==> config.mk <==
export PLATFORM = sky130hd
export DESIGN_NAME = axil2iob
export DESIGN_NICKNAME = d
export VERILOG_FILES = /design/src/rtl/axil2iob_pkg.sv /design/src/rtl/axil2iob.sv
export SDC_FILE = /design/constraint.sdc
export NUM_CORES = 1
export LEC_CHECK = 0
export CORE_MARGIN = 2
export CORE_UTILIZATION = 39
export DETAILED_ROUTE_END_ITERATION = 10
export GPL_TIMING_DRIVEN = 0
export PLACE_DENSITY = 0.89
export SETUP_SLACK_MARGIN = 0.1
export SLEW_MARGIN = 20
export SYNTH_ARGS = -nofsm -noshare
export SYNTH_HDL_FRONTEND = slang
export SYNTH_SLANG_ARGS = --single-unit
==> constraint.sdc <==
create_clock -name clk -period 3.8 [get_ports clk]
set_input_delay 0.57 -clock clk [delete_from_list [all_inputs] [get_ports clk]]
set_output_delay 0.57 -clock clk [all_outputs]
set_load 0.005 [all_outputs]
==> src/rtl/axil2iob_pkg.sv <==
// axil2iob_pkg
//   Shared AXI-Lite response/protection widths, the OKAY response code and
//   the bridge FSM state type used by axil2iob.
package axil2iob_pkg;

  localparam int AXI_RESP_W = 2;
  localparam int AXI_PROT_W = 3;

  localparam logic [AXI_RESP_W-1:0] RESP_OKAY = 2'b00;

  typedef enum logic [2:0] {
    ST_IDLE  = 3'd0,
    ST_WRITE = 3'd1,
    ST_WRESP = 3'd2,
    ST_READ  = 3'd3,
    ST_RRESP = 3'd4
  } state_e;

  // A native access with no byte enabled is a read; with any enabled, a write.
  function automatic logic strb_is_write(input logic [31:0] strb);
    return |strb;
  endfunction

endpackage

==> src/rtl/axil2iob.sv <==
// axil2iob
//   AXI4-Lite slave to native (IOb) master bridge. Accepts one AXI-Lite
//   transaction at a time (AW+W or AR), issues a single native access with
//   iob_valid held until iob_ready, then returns the B or R response.
//
// Ports
//   clk, rst                 clock; asynchronous active-high reset
//   s_axil_aw*               write address channel (awprot ignored)
//   s_axil_w*                write data channel
//   s_axil_b*                write response channel, bresp always OKAY
//   s_axil_ar*               read address channel (arprot ignored)
//   s_axil_r*                read data channel, rdata registered, rresp OKAY
//   iob_valid/addr/wdata/wstrb  native request (wstrb==0 means read)
//   iob_rdata/iob_ready      native completion; rdata sampled with ready
module axil2iob
  import axil2iob_pkg::*;
#(
  parameter int AXIL_ADDR_W = 32,
  parameter int AXIL_DATA_W = 32
) (
  input  logic                       clk,
  input  logic                       rst,
  input  logic [AXIL_ADDR_W-1:0]     s_axil_awaddr,
  input  logic [AXI_PROT_W-1:0]      s_axil_awprot,
  input  logic                       s_axil_awvalid,
  output logic                       s_axil_awready,
  input  logic [AXIL_DATA_W-1:0]     s_axil_wdata,
  input  logic [AXIL_DATA_W/8-1:0]   s_axil_wstrb,
  input  logic                       s_axil_wvalid,
  output logic                       s_axil_wready,
  output logic [AXI_RESP_W-1:0]      s_axil_bresp,
  output logic                       s_axil_bvalid,
  input  logic                       s_axil_bready,
  input  logic [AXIL_ADDR_W-1:0]     s_axil_araddr,
  input  logic [AXI_PROT_W-1:0]      s_axil_arprot,
  input  logic                       s_axil_arvalid,
  output logic                       s_axil_arready,
  output logic [AXIL_DATA_W-1:0]     s_axil_rdata,
  output logic [AXI_RESP_W-1:0]      s_axil_rresp,
  output logic                       s_axil_rvalid,
  input  logic                       s_axil_rready,
  output logic                       iob_valid,
  output logic [AXIL_ADDR_W-1:0]     iob_addr,
  output logic [AXIL_DATA_W-1:0]     iob_wdata,
  output logic [AXIL_DATA_W/8-1:0]   iob_wstrb,
  input  logic [AXIL_DATA_W-1:0]     iob_rdata,
  input  logic                       iob_ready
);

  state_e                      state_q, state_d;
  logic                        aw_got_q, aw_got_d;
  logic                        w_got_q, w_got_d;
  logic                        last_rd_q, last_rd_d;
  logic [AXIL_ADDR_W-1:0]      addr_q, addr_d;
  logic [AXIL_DATA_W-1:0]      wdata_q, wdata_d;
  logic [AXIL_DATA_W/8-1:0]    wstrb_q, wstrb_d;
  logic [AXIL_DATA_W-1:0]      rdata_q, rdata_d;

  logic idle;
  logic none_got;
  logic wr_req;
  logic rd_grant;
  logic wr_open;
  logic aw_hs;
  logic w_hs;
  logic ar_hs;

  // Protection bits carry no meaning for native peripherals.
  logic unused_prot;
  assign unused_prot = ^{s_axil_awprot, s_axil_arprot};

  assign idle     = (state_q == ST_IDLE);
  assign none_got = !aw_got_q && !w_got_q;
  assign wr_req   = s_axil_awvalid || s_axil_wvalid;

  // A read can only win when no write half has been captured yet. When both
  // directions are pending, alternate: last grant was a read -> write wins.
  assign rd_grant = idle && none_got && s_axil_arvalid && (!wr_req || !last_rd_q);
  assign wr_open  = idle && !rd_grant;

  assign s_axil_awready = wr_open && !aw_got_q;
  assign s_axil_wready  = wr_open && !w_got_q;
  assign s_axil_arready = rd_grant;

  assign aw_hs = s_axil_awvalid && s_axil_awready;
  assign w_hs  = s_axil_wvalid && s_axil_wready;
  assign ar_hs = rd_grant;

  always_ff @(posedge clk or posedge rst) begin
    if (rst) begin
      state_q   <= ST_IDLE;
      aw_got_q  <= 1'b0;
      w_got_q   <= 1'b0;
      last_rd_q <= 1'b0;
      addr_q    <= '0;
      wdata_q   <= '0;
      wstrb_q   <= '0;
      rdata_q   <= '0;
    end else begin
      state_q   <= state_d;
      aw_got_q  <= aw_got_d;
      w_got_q   <= w_got_d;
      last_rd_q <= last_rd_d;
      addr_q    <= addr_d;
      wdata_q   <= wdata_d;
      wstrb_q   <= wstrb_d;
      rdata_q   <= rdata_d;
    end
  end

  always_comb begin
    state_d   = state_q;
    aw_got_d  = aw_got_q;
    w_got_d   = w_got_q;
    last_rd_d = last_rd_q;
    addr_d    = addr_q;
    wdata_d   = wdata_q;
    wstrb_d   = wstrb_q;
    rdata_d   = rdata_q;

    case (state_q)
      ST_IDLE: begin
        if (ar_hs) begin
          addr_d    = s_axil_araddr;
          wstrb_d   = '0;
          last_rd_d = 1'b1;
          state_d   = ST_READ;
        end else begin
          // The first write half accepted from an empty state is the grant.
          if (none_got && (aw_hs || w_hs)) begin
            last_rd_d = 1'b0;
          end
          if (aw_hs) begin
            addr_d   = s_axil_awaddr;
            aw_got_d = 1'b1;
          end
          if (w_hs) begin
            wdata_d = s_axil_wdata;
            wstrb_d = s_axil_wstrb;
            w_got_d = 1'b1;
          end
          if ((aw_got_q || aw_hs) && (w_got_q || w_hs)) begin
            // An all-zero strobe would look like a read on the native side,
            // so it is acknowledged without touching the peripheral.
            state_d = strb_is_write(32'(wstrb_d)) ? ST_WRITE : ST_WRESP;
          end
        end
      end
      ST_WRITE: begin
        if (iob_ready) begin
          state_d = ST_WRESP;
        end
      end
      ST_WRESP: begin
        if (s_axil_bready) begin
          aw_got_d = 1'b0;
          w_got_d  = 1'b0;
          state_d  = ST_IDLE;
        end
      end
      ST_READ: begin
        if (iob_ready) begin
          rdata_d = iob_rdata;
          state_d = ST_RRESP;
        end
      end
      ST_RRESP: begin
        if (s_axil_rready) begin
          state_d = ST_IDLE;
        end
      end
      default: begin
        state_d = ST_IDLE;
      end
    endcase
  end

  assign iob_valid     = (state_q == ST_WRITE) || (state_q == ST_READ);
  assign iob_addr      = addr_q;
  assign iob_wdata     = wdata_q;
  assign iob_wstrb     = wstrb_q;
  assign s_axil_bvalid = (state_q == ST_WRESP);
  assign s_axil_bresp  = RESP_OKAY;
  assign s_axil_rvalid = (state_q == ST_RRESP);
  assign s_axil_rdata  = rdata_q;
  assign s_axil_rresp  = RESP_OKAY;

endmodule

Yosys cells after proc, flatten, opt, wreduce, memory -nomap -nowiden
Cells that the tools add are included.
{"block": "word_totals", "output_inout_bits": 110, "ramBits": 0, "in_bits": 146, "rom_bits": 0, "latch_bits": 0, "regBits": 106, "mem_count": 0, "word_cells": 78}
{"block": "op_classes", "n_shift": 0, "addsub": 0, "n_div": 0, "n_eq_ne": 12, "n_reduce_logical": 34, "bitwise": 1, "magnitude_cmp": 0, "n_mux": 23, "n_mul": 0}
{"operator": "32-bit two-way mux", "count": 2}
{"operator": "3-bit two-way mux", "count": 6}
{"operator": "4-bit two-way mux", "count": 4}
{"operator": "3-bit case mux with 5 select lines", "count": 1}
{"operator": "1-bit logical AND", "count": 11}
{"operator": "2-bit by 1-bit != test with 1-bit output (second input constant)", "count": 4}
{"operator": "4-bit AND reduction", "count": 2}
{"operator": "1-bit two-way mux", "count": 7}
{"operator": "3-bit by 2-bit == test with 1-bit output (second input constant)", "count": 2}
{"operator": "1-bit logical OR", "count": 6}
{"operator": "2-bit != test (second input constant)", "count": 3}
{"operator": "2-bit AND reduction", "count": 3}
{"operator": "2-bit nonzero test", "count": 3}
{"operator": "1-bit logical NOT", "count": 5}
{"operator": "5-bit AND reduction", "count": 1}
{"operator": "1-bit case mux with 2 select lines", "count": 2}
{"operator": "4-bit OR reduction", "count": 1}
{"operator": "3-bit by 1-bit == test with 1-bit output (second input constant)", "count": 1}
{"operator": "3-bit == test (second input constant)", "count": 1}
{"operator": "3-bit logical NOT", "count": 1}
{"operator": "3-bit by 1-bit != test with 1-bit output (second input constant)", "count": 1}
{"operator": "3-bit AND reduction", "count": 1}
{"operator": "2-bit two-way mux", "count": 1}
{"operator": "1-bit inverter", "count": 1}

Depth between registers and ports, before layout
{"block": "depth", "ltp_word": 17, "mapped_depth": 9}

Least setup slack after synthesis
Ideal clock, no wire load.
{"block": "synth_timing", "kind": "reg-to-output", "from": "reg state_q[1]", "to": "out s_axil_wready", "n_path_buf": 3, "arrival_time_ns": 1.651, "setup_slack_ns": 1.579, "required_ns": 3.230, "path_stages_with_launch": 9, "path_cell_list": "dfrtp_1 -> buf_6 -> or4_1 -> buf_2 -> nor2b_1 -> nand2_1 -> inv_2 -> buf_4 -> nor2_1"}
{"block": "synth_between", "elab_chain_cells": 7}
{"item": "start: declaration", "line": "axil2iob.sv:50", "text": "state_e state_q, state_d;"}
{"item": "start signal: assignment", "line": "axil2iob.sv:100", "text": "state_q <= state_d;"}
{"item": "3-bit logical NOT", "line": "axil2iob.sv:72", "text": "assign idle = (state_q == ST_IDLE);"}
{"item": "1-bit logical AND (3 in a row)", "line": "axil2iob.sv:78", "text": "assign rd_grant = idle && none_got && s_axil_arvalid && (!wr_req || !last_rd_q);"}
{"item": "net s_axil_arready", "line": "axil2iob.sv:37", "text": "output logic s_axil_arready,"}
{"item": "1-bit logical NOT", "line": "axil2iob.sv:79", "text": "assign wr_open = idle && !rd_grant;"}
{"item": "1-bit logical AND", "line": "axil2iob.sv:79"}
{"item": "1-bit logical AND", "line": "axil2iob.sv:82", "text": "assign s_axil_wready = wr_open && !w_got_q;"}
{"item": "end: declaration", "line": "axil2iob.sv:30", "text": "output logic s_axil_wready,"}
The timed path passes the listed nets, and every way through them passes these cells.

Worst setup path after layout
{"block": "layout_timing", "from": "reg state_q[1]", "to": "out s_axil_arready"}
{"block": "layout_between", "elab_chain_cells": 4}
{"item": "3-bit logical NOT", "line": "axil2iob.sv:72"}
{"item": "1-bit logical AND (3 in a row)", "line": "axil2iob.sv:78"}
{"item": "end: declaration", "line": "axil2iob.sv:37"}
No other way between the ends.

==> impl_results.md <==
* Final instance area at 0.00758 mm2
* Post-CTS Setup Repair Bufs at 0
* Mapped Cells at ~380
* Design Power at around 0.0057 W
* Worst hold slack at 508 ps
* Number of port buffers at approximately 250
* Reg-to-Reg Start: state_q[1]
* CTS root buf: clkbuf_16
* Final WL at 13.7 mm
* Maximum level of the CTS H-tree at 3
* Iter 0 DRT Violations at approximately 210
* Clock slew at reported path FFs at around 70 ps
* Hold endpoint: iob_wdata[26]
* Net count, final at slightly below 800
* Initial antenna violation count at 0
* Width of the die at about 110 um
* R2R Path End: s_axil_rdata[11]
* First-pass GRT wire length at 21.6 mm
* WS Path Type: flop to primary output
* CTS tree: done
* Pwr per Cell Area at roughly 750 mW/mm2
* Layout cells sized above 1 at around 18%
* CP startpoint kind: flop
* Setup slack, reg-to-reg at ~1600 ps
* I/O pin total at ~260
* FF-to-FF path depth at 7
* Arrival @ worst endpoint at between 2000 and 3000 ps
* Post-synth top area share at 57.6%
* Worst Path Required at 3230 ps
* Met1 Track Usage GR at 25.1%
* Fmax at 310 MHz
* Wire length per cell at around 17 um
* Avg Cell Area, Syn at ~12 um2
* N_diodes at 0
* TritonCTS buffer count at 9
* Routability congestion estimate at between 0.8 and 0.9
* Worst-Skew Late Latency at roughly 350 ps
* Sequential element share of the synthesized area at between 50% and 60%
* Min-delay src: iob_wdata[26]
* Status: finished, final reports clean
* Global route hottest layer: met2
* GRT Overall Usage at around 22%
* Peak supply drop at around 0.00044 V
* Core Util, Final at about two thirds
* Leak at about 3.3 nW
* Cells along the critical path: buf_6 -> or4_1 -> buf_2 -> nor2b_1 -> nand2_1 -> inv_2 -> buf_4 -> clkdlybuf4s50_1
* Die H at 113 um
* Worst-path fanout max at 10
* Routed Antenna Nets at 0
* RSZ-0062 raised after global routing: false
* Total core area at approximately 0.011 mm2
* Largest net degree at the start of global routing at 71
* Clk_skew at about 7 ps
* Die area at between 0.01 and 0.015 mm2
* Post_cts resized at 0
* Layout area overhead at 64.4%
* Row cnt at 39
* Leading post-synthesis cells by cell area: dfrtp_1 (58%), mux2_4 (9.5%), mux2_2 (8.8%), nand2_1 (5.5%), a31oi_1 (4.5%)
* Initial Util at 40.2%
* #FFs+latches synth at 106
* Hold depth at 1
* Period Utilization, post-route at a little over four fifths
* Synth warn at 0
* Met2 GRT Util at 38.0%
* Vias in the first global route at roughly 4,200
* Number of hold violations in the final report at 0
* Min Tclk post-route at approximately 3200 ps
* Vias post-DR at 3,934
* Synth cell types at 36
* Via/cell ratio at 4.98
* Post-Layout Cell Count at 790
* Met3 Resource Use GR at approximately 4.6%
* Sink Count at around 110
* TritonRoute pass-1 iters at 4
* Slowest cell on the critical path: clkdlybuf4s50_1
* DRC viols at 0
* DP HPWL at 10.6 mm
* Hold-fix buffers, CTS at 0
* Final Max Slew Viols at 0
* Area leader, netlist: dfrtp_1
* Placed cell count at about 770
* GRT overflow at 0
* Min-delay worst type: flop to flop
* CTS Buffer Depth at 2
* Critical path endpoint category: primary output
* Crit path largest cell delay at 530 ps
* Max_cap viols at 0
* Synth Cell Area at approximately 0.0046 mm2
* Area after DPL at about 0.0073 mm2
* Final Setup Violations at 0
==> placed cells by master (no fill, tap or decap), drive strengths merged <==
cell,synthesis,layout
a32o,1,1
nand3,5,5
a21oi,3,3
nand4,1,1
buf,21,22
clkinv,0,3
a211oi,1,1
clkinvlp,0,2
o311ai,1,1
o21ai,6,6
nor3b,1,1
a311oi,1,1
bufinv,0,1
nand2,68,68
mux2,65,65
conb,1,4
nand2b,2,2
a22oi,1,1
clkbuf,5,14
nor3,2,2
inv,10,11
a31oi,33,33
dfrtp,106,106
clkdlybuf4s50,0,245
and2b,1,1
nor4,3,3
o32a,1,1
or4,2,2
nor2,36,36
nor2b,3,3
or3b,2,2
==> area by class of cell <==
type                       count  area, um2
clock inverter                 7       68.8
clock buffer                   9        225
tap                          143        179
fill                         837       3890
multi-input combinational    243       1740
buffer                        26        193
inverter                      10       42.5
timing repair buffer         246       2480
sequential                   106       2650
==> layer usage <==
metal,part of all wire [%],up-vias,routed length (um)
met5,0,-,0
met4,3.6,0,493
met3,5.7,35,781
met2,53,165,7270
met1,38,1907,5190
li1,-,1827,-
==> synthesized netlist by cell type <==
library cell / number
a211oi_2: 1
a21oi_1: 3
a22oi_1: 1
a311oi_2: 1
a31oi_1: 33
a32o_1: 1
and2b_2: 1
buf_12: 3
buf_2: 10
buf_4: 7
buf_6: 1
clkbuf_1: 5
conb_1: 1
dfrtp_1: 106
inv_1: 9
inv_2: 1
mux2_2: 36
mux2_4: 29
nand2_1: 68
nand2b_1: 2
nand3_1: 4
nand3_4: 1
nand4_1: 1
nor2_1: 35
nor2_2: 1
nor2b_1: 3
nor3_1: 2
nor3b_1: 1
nor4_1: 2
nor4_4: 1
o21ai_0: 6
o311ai_0: 1
o32a_1: 1
or3b_2: 2
or4_1: 1
or4_4: 1
==> flip-flops by register name, summed over array words and instances (netlist names) <==
signal        cells
w_got_q           1
last_rd_q         1
iob_wdata        32
iob_addr         32
s_axil_rdata     32
aw_got_q          1
iob_wstrb         4
state_q           3
==> worst max-delay path by stage <==
stage	depth (start not counted)	endpoint	from	slack (ps)
after floorplan	1	aw_got_q	rst	440
after global placement	2	iob_wdata[14]	rst	-1020
after detailed placement	7	s_axil_arready	s_axil_arvalid	660
after CTS	8	s_axil_arready	state_q[1]	550
after global routing	9	s_axil_awready	state_q[1]	420
final	8	s_axil_arready	state_q[1]	570
==> cells by family (layout without fill, tap and decap cells) <==
| group | count (synthesis) | after routing | synth area share [%] |
|---|---|---|---|
| other | 1 | 4 | 0.0814 |
| AO/OA/AOI/OAI | 48 | 48 | 6.84 |
| multiplexers | 65 | 65 | 18.3 |
| buffers and inverters | 36 | 298 | 5.00 |
| flip-flops | 106 | 106 | 57.6 |
| AND/OR/NAND/NOR | 126 | 126 | 12.2 |
==> report_power, final <==
group          internal, W  total [W]  switching (W)
sequential         0.00170    0.00204       0.000344
clock             0.000510   0.000928       0.000419
combinational      0.00179    0.00274       0.000949
==> critical path, delay by kind of cell, from the launching register on <==
kind	cells	cell delay, ps
DFF	1	380
and+or+nand+nor	3	720
buffers and inverters	5	1210
==> stage by stage <==
stage / setup TNS (ps) / worst slack [ps]
floorplan: 0 / 441
global route: 0 / 420
global placement: -107740 / -1020
CTS: 0 / 546
detailed placement: 0 / 660
finish: 0 / 574
Note: power is estimated with default switching activity, not from simulation.
